<file path="src/rtl/pipelined_block_adder_pkg.sv">
// Shared arithmetic definitions: mode encodings, pipeline depth helper and per-stage control fields.
// Operand-width-dependent fields are added to the stage register by the adder itself.
package arith_pkg;

  localparam logic MODE_EXACT = 1'b0;
  localparam logic MODE_APX   = 1'b1;

  typedef struct packed {
    logic ce;     // exact carry out of the block just evaluated
    logic ca;     // carry out of the same block on the speculative carry-in
    logic err;    // sticky: some speculative carry-in missed so far
    logic mode;
    logic valid;
  } stage_ctl_t;

  function automatic int nstage(input int width, input int block);
    return (width + block - 1) / block;
  endfunction

endpackage

</file>
<file path="src/rtl/pipelined_block_adder_if.sv">
// Operand/result handshake bundle; slave is the adder side, master the source/consumer side.
interface pipelined_block_adder_if #(parameter int WIDTH = 32);

  logic             in_valid;
  logic             in_ready;
  logic [WIDTH-1:0] in_x;
  logic [WIDTH-1:0] in_y;
  logic             in_mode;
  logic             out_valid;
  logic             out_ready;
  logic [WIDTH:0]   out_sum;
  logic             out_err;
  logic             out_mode;

  modport master (
    output in_valid, in_x, in_y, in_mode, out_ready,
    input  in_ready, out_valid, out_sum, out_err, out_mode
  );

  modport slave (
    input  in_valid, in_x, in_y, in_mode, out_ready,
    output in_ready, out_valid, out_sum, out_err, out_mode
  );

endinterface

</file>
<file path="src/rtl/pipelined_block_adder_block.sv">
// BLOCK-bit ripple-carry adder built from full-adder cells; purely combinational.
module adder_block #(parameter int BLOCK = 6) (
  input  logic [BLOCK-1:0] a,
  input  logic [BLOCK-1:0] b,
  input  logic             cin,
  output logic [BLOCK-1:0] s,
  output logic             cout
);

  logic [BLOCK:0] c;

  assign c[0] = cin;

  for (genvar i = 0; i < BLOCK; i++) begin : g_fa
    assign s[i]   = a[i] ^ b[i] ^ c[i];
    assign c[i+1] = (a[i] & b[i]) | (c[i] & (a[i] ^ b[i]));
  end

  assign cout = c[BLOCK];

endmodule

</file>
<file path="src/rtl/pipelined_block_adder.sv">
// Pipelined block adder: one ripple block per stage, NSTAGE-cycle fixed latency, exact or speculative sum.
// All stages advance together; a stalled full output freezes the whole pipe and deasserts in_ready.
module pipelined_block_adder
  import arith_pkg::*;
#(
  parameter int WIDTH = 32,
  parameter int BLOCK = 6
) (
  input  logic                  clk,
  input  logic                  rst,
  pipelined_block_adder_if.slave bus
);

  localparam int NSTAGE = nstage(WIDTH, BLOCK);

  typedef struct packed {
    logic [WIDTH-1:0] x_rem;
    logic [WIDTH-1:0] y_rem;
    logic [WIDTH-1:0] sum_acc;
    stage_ctl_t       ctl;
  } stage_t;

  stage_t src [NSTAGE];
  stage_t nxt [NSTAGE];
  stage_t st  [NSTAGE];
  logic   adv;

  assign adv          = !st[NSTAGE-1].ctl.valid || bus.out_ready;
  assign bus.in_ready = adv;

  always_comb begin
    src[0]           = '0;
    src[0].x_rem     = bus.in_x;
    src[0].y_rem     = bus.in_y;
    src[0].ctl.mode  = bus.in_mode;
    src[0].ctl.valid = bus.in_valid;
    for (int k = 1; k < NSTAGE; k++) begin
      src[k] = st[k-1];
    end
  end

  for (genvar k = 0; k < NSTAGE; k++) begin : g_stage
    localparam int LO = k * BLOCK;
    localparam int W  = (WIDTH - LO < BLOCK) ? (WIDTH - LO) : BLOCK;

    logic [W-1:0] s_e;
    logic [W-1:0] s_a;
    logic         co_e;
    logic         co_a;
    logic         cin_e;
    logic         cin_a;
    stage_t       nxt_k;

    if (k == 0) begin : g_first
      assign cin_e = 1'b0;
      assign cin_a = 1'b0;
    end else begin : g_rest
      assign cin_e = src[k].ctl.ce;
      // Speculate the carry from the generate of the previous block's top bit.
      assign cin_a = src[k].x_rem[LO-1] & src[k].y_rem[LO-1];
    end

    adder_block #(.BLOCK(W)) u_exact (
      .a    (src[k].x_rem[LO +: W]),
      .b    (src[k].y_rem[LO +: W]),
      .cin  (cin_e),
      .s    (s_e),
      .cout (co_e)
    );

    adder_block #(.BLOCK(W)) u_apx (
      .a    (src[k].x_rem[LO +: W]),
      .b    (src[k].y_rem[LO +: W]),
      .cin  (cin_a),
      .s    (s_a),
      .cout (co_a)
    );

    always_comb begin
      nxt_k                   = src[k];
      nxt_k.sum_acc[LO +: W]  = (src[k].ctl.mode == MODE_EXACT) ? s_e : s_a;
      nxt_k.ctl.ce            = co_e;
      nxt_k.ctl.ca            = co_a;
      nxt_k.ctl.err           = src[k].ctl.err |
                                ((src[k].ctl.mode == MODE_APX) & (cin_a ^ cin_e));
    end

    assign nxt[k] = nxt_k;
  end

  always_ff @(posedge clk) begin
    if (rst) begin
      for (int k = 0; k < NSTAGE; k++) begin
        st[k] <= '0;
      end
    end else if (adv) begin
      for (int k = 0; k < NSTAGE; k++) begin
        st[k] <= nxt[k];
      end
    end
  end

  assign bus.out_valid = st[NSTAGE-1].ctl.valid;
  assign bus.out_sum   = {(st[NSTAGE-1].ctl.mode == MODE_EXACT) ? st[NSTAGE-1].ctl.ce
                                                                : st[NSTAGE-1].ctl.ca,
                          st[NSTAGE-1].sum_acc};
  assign bus.out_err   = st[NSTAGE-1].ctl.err;
  assign bus.out_mode  = st[NSTAGE-1].ctl.mode;

endmodule

</file>
<file path="src/flat_wrapper.sv">
// flat-port wrapper written by rule: the top's interface ports become plain ports
module pipelined_block_adder_flat import arith_pkg::*;
#(
  parameter int WIDTH = 32,
  parameter int BLOCK = 6
)
  (clk, rst, bus_in_valid, bus_in_x, bus_in_y, bus_in_mode, bus_out_ready, bus_in_ready, bus_out_valid, bus_out_sum, bus_out_err, bus_out_mode);
  pipelined_block_adder_if #(.WIDTH(WIDTH)) bus_i ();
  input  logic clk;
  input  logic rst;
  input wire logic [$bits(bus_i.in_valid)-1:0] bus_in_valid;
  input wire logic [$bits(bus_i.in_x)-1:0] bus_in_x;
  input wire logic [$bits(bus_i.in_y)-1:0] bus_in_y;
  input wire logic [$bits(bus_i.in_mode)-1:0] bus_in_mode;
  input wire logic [$bits(bus_i.out_ready)-1:0] bus_out_ready;
  output wire logic [$bits(bus_i.in_ready)-1:0] bus_in_ready;
  output wire logic [$bits(bus_i.out_valid)-1:0] bus_out_valid;
  output wire logic [$bits(bus_i.out_sum)-1:0] bus_out_sum;
  output wire logic [$bits(bus_i.out_err)-1:0] bus_out_err;
  output wire logic [$bits(bus_i.out_mode)-1:0] bus_out_mode;
  assign bus_i.in_valid = bus_in_valid;
  assign bus_i.in_x = bus_in_x;
  assign bus_i.in_y = bus_in_y;
  assign bus_i.in_mode = bus_in_mode;
  assign bus_i.out_ready = bus_out_ready;
  assign bus_in_ready = bus_i.in_ready;
  assign bus_out_valid = bus_i.out_valid;
  assign bus_out_sum = bus_i.out_sum;
  assign bus_out_err = bus_i.out_err;
  assign bus_out_mode = bus_i.out_mode;
  pipelined_block_adder #(.WIDTH(WIDTH), .BLOCK(BLOCK)) u_core (.clk(clk), .rst(rst), .bus(bus_i));
endmodule
</file>
<file path="config.mk">
export PLATFORM = sky130hd
export DESIGN_NAME = pipelined_block_adder_flat
export DESIGN_NICKNAME = d
export VERILOG_FILES = /design/src/rtl/pipelined_block_adder_pkg.sv /design/src/rtl/pipelined_block_adder_if.sv /design/src/rtl/pipelined_block_adder_block.sv /design/src/rtl/pipelined_block_adder.sv /design/src/flat_wrapper.sv
export SDC_FILE = /design/constraint.sdc
export NUM_CORES = 1
export LEC_CHECK = 0
export ABC_CLOCK_PERIOD_IN_PS = 11400
export CAP_MARGIN = 20
export CORE_UTILIZATION = 45
export CTS_CLUSTER_SIZE = 16
export DETAILED_ROUTE_END_ITERATION = 8
export PLACE_DENSITY = 0.64
export SYNTH_ARGS = -nofsm -noshare
export SYNTH_HDL_FRONTEND = slang
export SYNTH_HIERARCHICAL = 1
export SYNTH_SLANG_ARGS = --single-unit
</file>
<file path="constraint.sdc">
create_clock -name clk -period 11.4 [get_ports clk]
set_clock_uncertainty 0.15 [all_clocks]
set_input_delay 2.28 -clock clk [delete_from_list [all_inputs] [get_ports clk]]
set_output_delay 2.28 -clock clk [all_outputs]
set_load 0.05 [all_outputs]
</file>
==> results of run 1 <==
[area by class of cell]
cell class | count | area, sq um | area share, %
tap | 384 | 480 | 3.10
inverter | 111 | 417 | 2.69
clock buffer | 33 | 783 | 5.05
multi-input combinational | 417 | 3550 | 22.9
timing repair buffer | 110 | 1100 | 7.10
sequential | 296 | 8890 | 57.3
clock inverter | 23 | 295 | 1.90
[power groups by stage]
| stage | logic, mW | clock network (mW) | registers (mW) |
|---|---|---|---|
| after floorplan | 0.0852 | 0 | 1.27 |
| after global placement | 0.119 | 0 | 1.28 |
| after detailed placement | 0.123 | 0 | 1.28 |
| after CTS | 0.123 | 1.07 | 1.26 |
| after global routing | 0.137 | 1.11 | 1.26 |
| final | 0.120 | 1.04 | 1.25 |
[per-layer routing]
metal	wire length, um	vias up	GRT usage [%]
met1	7950	2709	15.5
li1	-	3016	-
met3	677	21	1.99
met2	7630	104	18.1
met4	271	0	3.14
met5	0	-	0
[how the worst max path moves through the flow]
stage / slack [ps] / end / start / cells after the start
3_3_place_gp: 5310 / bus_in_ready / bus_out_ready / 3
5_1_grt: 5280 / bus_in_ready / bus_out_ready / 3
2_1_floorplan: 4610 / u_core/st[0][0] / bus_out_ready / 2
6_report: 5300 / bus_in_ready / bus_out_ready / 3
4_1_cts: 5300 / bus_in_ready / bus_out_ready / 3
3_5_place_dp: 5300 / bus_in_ready / bus_out_ready / 3
[stage by stage]
| step | total power [mW] | instances | hold slack, ps |
|---|---|---|---|
| after floorplan | 1.36 | 894 | 347 |
| after detailed placement | 1.40 | 1318 | 351 |
| after CTS | 2.45 | 1374 | 360 |
| final | 2.42 | 1374 | 358 |
| after global placement | 1.40 | 1318 | 349 |
| after global routing | 2.51 | 1374 | 375 |
==> summary.txt, run 1 <==
Core Util, Final = 53.6%
Int Power = 1.95 mW
clock root cell = clkbuf_16
worst slack, placed = 5300 ps
Worst-Margin Slew = 1160 ps
fillers = 2363
Clock Power Share = 43.2%
RSZ-0062 raised after global routing = false
largest net degree at the start of global routing = 208
min setup slack post-route = 5300 ps
Crit Path Max Fanout = 4
RR Startpoint = u_core/st[0][154]
TritonCTS Buffers = 31
Tmin final = 6100 ps
Slowest Stage Delay on Critical Path = 800 ps
post-route ant nets = 0
final setup violation count = 0
worst hold start = u_core/st[0][56]
placed cell area = 14400 sq um
Worst EP arrival = 3670 ps
Critical Path Slowest Stage Cell = clkdlybuf4s50_1
WL per Instance = 12.0 um
most frequent cells in the layout = 296 x edfxtp_1, 264 x and2_1, 111 x inv_1, 105 x clkdlybuf4s50_1, 64 x fa_1
Critical path buffers and inverters = 2
Vias per Instance = 4.26
sw frac = 19.2%
final instance area = 15500 sq um
Avg Synthesized Cell Area = 14.9 sq um
postcts setup bufs = 0
clk buf depth = 3
Row Count = 62
DIE AREA = 30300 sq um
P&R area growth vs syn = 16.4%
yosys warns = 6
Hold/Removal Path Class = register to register
Flop pwr share = 51.9%
Die Ht = 174 um
fmax = 164 MHz
Gate power share = 4.9%
largest registers = u_core/st (296)
Hold Crit Endpoint = u_core/st[0][157]
final period utilization = 53.5%
max-slew violations = 0
max reg flops = 296
Synth Cell Area = 13300 sq um
R2R depth = 13
Sw Pwr = 0.465 mW
Initial Util = 46.1%
DR pass1 iterations = 4
initial antenna violation count = 0
outcome = complete, no violations
IO Count = 106
H-Tree Level Count = 1
drt drc = 0
max-capacitance violation count = 0
routability cong. = 0.718
post-cts resize count = 0
worst skew pair latency = 530 ps
crit path launch type = input port
Final Hold Fails = 0
Largest delay share family, worst path = buffers and inverters
vias in the first global route = 5847
reg2reg end = u_core/st[0][197]
GRT Resource Usage Total = 11.2%
PortBufs = 105
layout cell share with drive strength beyond 1 = 5.86%
chip width = 174 um
pwr dens = 156 nW/um^2
first-pass GRT wire length = 27800 um
Final nets = 1100
Pleak = 6.48 nW
slew margin rel. = 22.5%
hold depth = 1
reg2reg setup slack = 8030 ps
CTS tree = done
most common cell after layout, fill and taps aside = edfxtp_1
Detailed Place HPWL = 9830 um
Synth Instances = 893
setup TNS = 0 ps
Setup CP Type = input port to output pin
routed wire length = 16500 um
worst vdd rail ir drop = 111 uV
largest register by flop count = u_core/st
Critical Path RT = 8970 ps
Starting DRT DRC Count = 360
Congestion Overflow GR = 0
vias = 5850
CTS Hold Bufs = 0
core area = 28900 sq um
CTS clk-pin slew, worst paths = 60 ps
cell mode on critical path = clkdlybuf4s50_1
crit-path cells = clkdlybuf4s50_1 -> nand2b_4 -> clkdlybuf4s50_1
CP endpoint kind = output pin
antenna fix cells = 0
CTS sink cnt = 296
Note: power is estimated with default switching activity, not from simulation.
==> run 2, diff against run 1 <==
Settings changed: ABC_CLOCK_PERIOD_IN_PS 11400 to 5650.
Clock period 11.4 ns to 5.65 ns, I/O delays scaled along.
==> run 2 against run 1 <==
Effect of this change:
- first-iteration DRC count fell by 23%
- setup slack worse by 3600 ps
- utilization rose by 0.32 points
- total power increased by 100%
- sequential power grew 100%
- design area up 0.59%
- non-clock buffer count is 3 higher
- via count rose by 0.97%
- wire length down 0.47%
- clock-buffer cell count rose by 11
- flip-flop and latch count unchanged
- register-to-register slack lost 5800 ps
- highest routed layer unchanged
==> summary.txt, run 2 (synthesized netlist as in run 1, its figures left out) <==
postcts setup bufs = 0
worst vdd rail ir drop = 189 uV
largest register by flop count = u_core/st
Worst-Margin Slew = 927 ps
drt drc = 0
routability cong. = 0.726
vias = 5907
layout cell share with drive strength beyond 1 = 5.72%
CTS sink cnt = 296
Die Ht = 174 um
Hold/Removal Path Class = register to register
reg2reg setup slack = 2260 ps
clk buf depth = 3
setup TNS = 0 ps
Starting DRT DRC Count = 278
antenna fix cells = 0
outcome = complete, no violations
Final nets = 1106
Setup CP Type = input port to register
PortBufs = 105
Critical path buffers and inverters = 5
GRT Resource Usage Total = 11.3%
Slowest Stage Delay on Critical Path = 480 ps
most common cell after layout, fill and taps aside = edfxtp_1
Critical Path Slowest Stage Cell = clkdlybuf4s50_1
worst skew pair latency = 500 ps
Critical Path RT = 5850 ps
worst hold start = u_core/st[0][59]
RR Startpoint = u_core/st[0][368]
first-pass GRT wire length = 27900 um
hold depth = 1
reg2reg end = u_core/st[0][411]
routed wire length = 16500 um
Initial Util = 46.1%
cell mode on critical path = fa_1
initial antenna violation count = 0
P&R area growth vs syn = 17.1%
core area = 28900 sq um
CP endpoint kind = register
CP Launch Point = bus_in_x[0]
final setup violation count = 0
fmax = 251 MHz
CTS Hold Bufs = 0
crit path launch type = input port
final period utilization = 70.6%
CTS clk-pin slew, worst paths = 60 ps
CTS tree = done
Worst EP arrival = 4180 ps
WL per Instance = 11.9 um
DR pass1 iterations = 6
largest net degree at the start of global routing = 264
Detailed Place HPWL = 9880 um
Largest delay share family, worst path = adder cells
Hold Crit Endpoint = u_core/st[0][160]
Tmin final = 3990 ps
IO Count = 106
Vias per Instance = 4.28
max reg flops = 296
max-capacitance violation count = 0
H-Tree Level Count = 2
DIE AREA = 30300 sq um
largest registers = u_core/st (296)
post-cts resize count = 0
RSZ-0062 raised after global routing = false
clock root cell = clkbuf_16
Core Util, Final = 53.9%
pwr dens = 316 nW/um^2
R2R depth = 13
TritonCTS Buffers = 34
crit-path cells = clkdlybuf4s50_1 -> fa_1 -> inv_1 -> fa_1 -> inv_1 -> fa_1 -> fa_1 -> fa_1 -> inv_1 -> fa_1 -> inv_1 -> mux2i_1 -> nor2_1
Row Count = 62
vias in the first global route = 5902
Crit Path Max Fanout = 2
Pleak = 6.53 nW
Final Hold Fails = 0
Congestion Overflow GR = 0
slew margin rel. = 38.2%
most frequent cells in the layout = 296 x edfxtp_1, 264 x and2_1, 111 x inv_1, 105 x clkdlybuf4s50_1, 64 x fa_1
post-route ant nets = 0
max-slew violations = 0
chip width = 174 um
## run 2: stage by stage
step	total power, mW	instance area (sq um)	hold WS (ps)	setup WS [ps]	instances
after floorplan	2.74	13300	347	8.66	894
after global placement	2.82	14500	349	1250	1321
after detailed placement	2.83	14500	351	1130	1321
after CTS	5.01	15600	358	1640	1380
after global routing	5.13	15600	371	1520	1380
final	4.94	15600	358	1660	1380
## run 2: worst max path at each step
stage,end,slack [ps],cells after the start
finish,u_core/st[0][9],1660,13
global route,u_core/st[0][9],1520,13
CTS,u_core/st[0][9],1640,13
detailed placement,u_core/st[0][9],1130,13
global placement,u_core/st[0][9],1250,13
floorplan,u_core/st[0][0],9,2
## run 2: layer usage
metal | vias to the layer above | wire (um) | global-route usage [%]
li1 | 3030 | - | -
met1 | 2739 | 7620 | 14.8
met2 | 104 | 7750 | 18.7
met3 | 34 | 687 | 2.60
met4 | 0 | 395 | 3.84
met5 | - | 0 | 0
## run 2: power breakdown
part | switching (mW) | internal [mW]
Combinational | 0.116 | 0.124
Clock | 0.799 | 1.37
Sequential | 0.0318 | 2.50
Total | 0.947 | 3.99
## run 2: final cells by class
type,count,area [sq um]
Sequential cell,296,8890
Inverter,111,417
Fill cell,2384,13300
Clock buffer,44,952
Clock inverter,15,170
Multi-Input combinational cell,417,3550
Timing Repair Buffer,113,1150
Tap cell,384,480
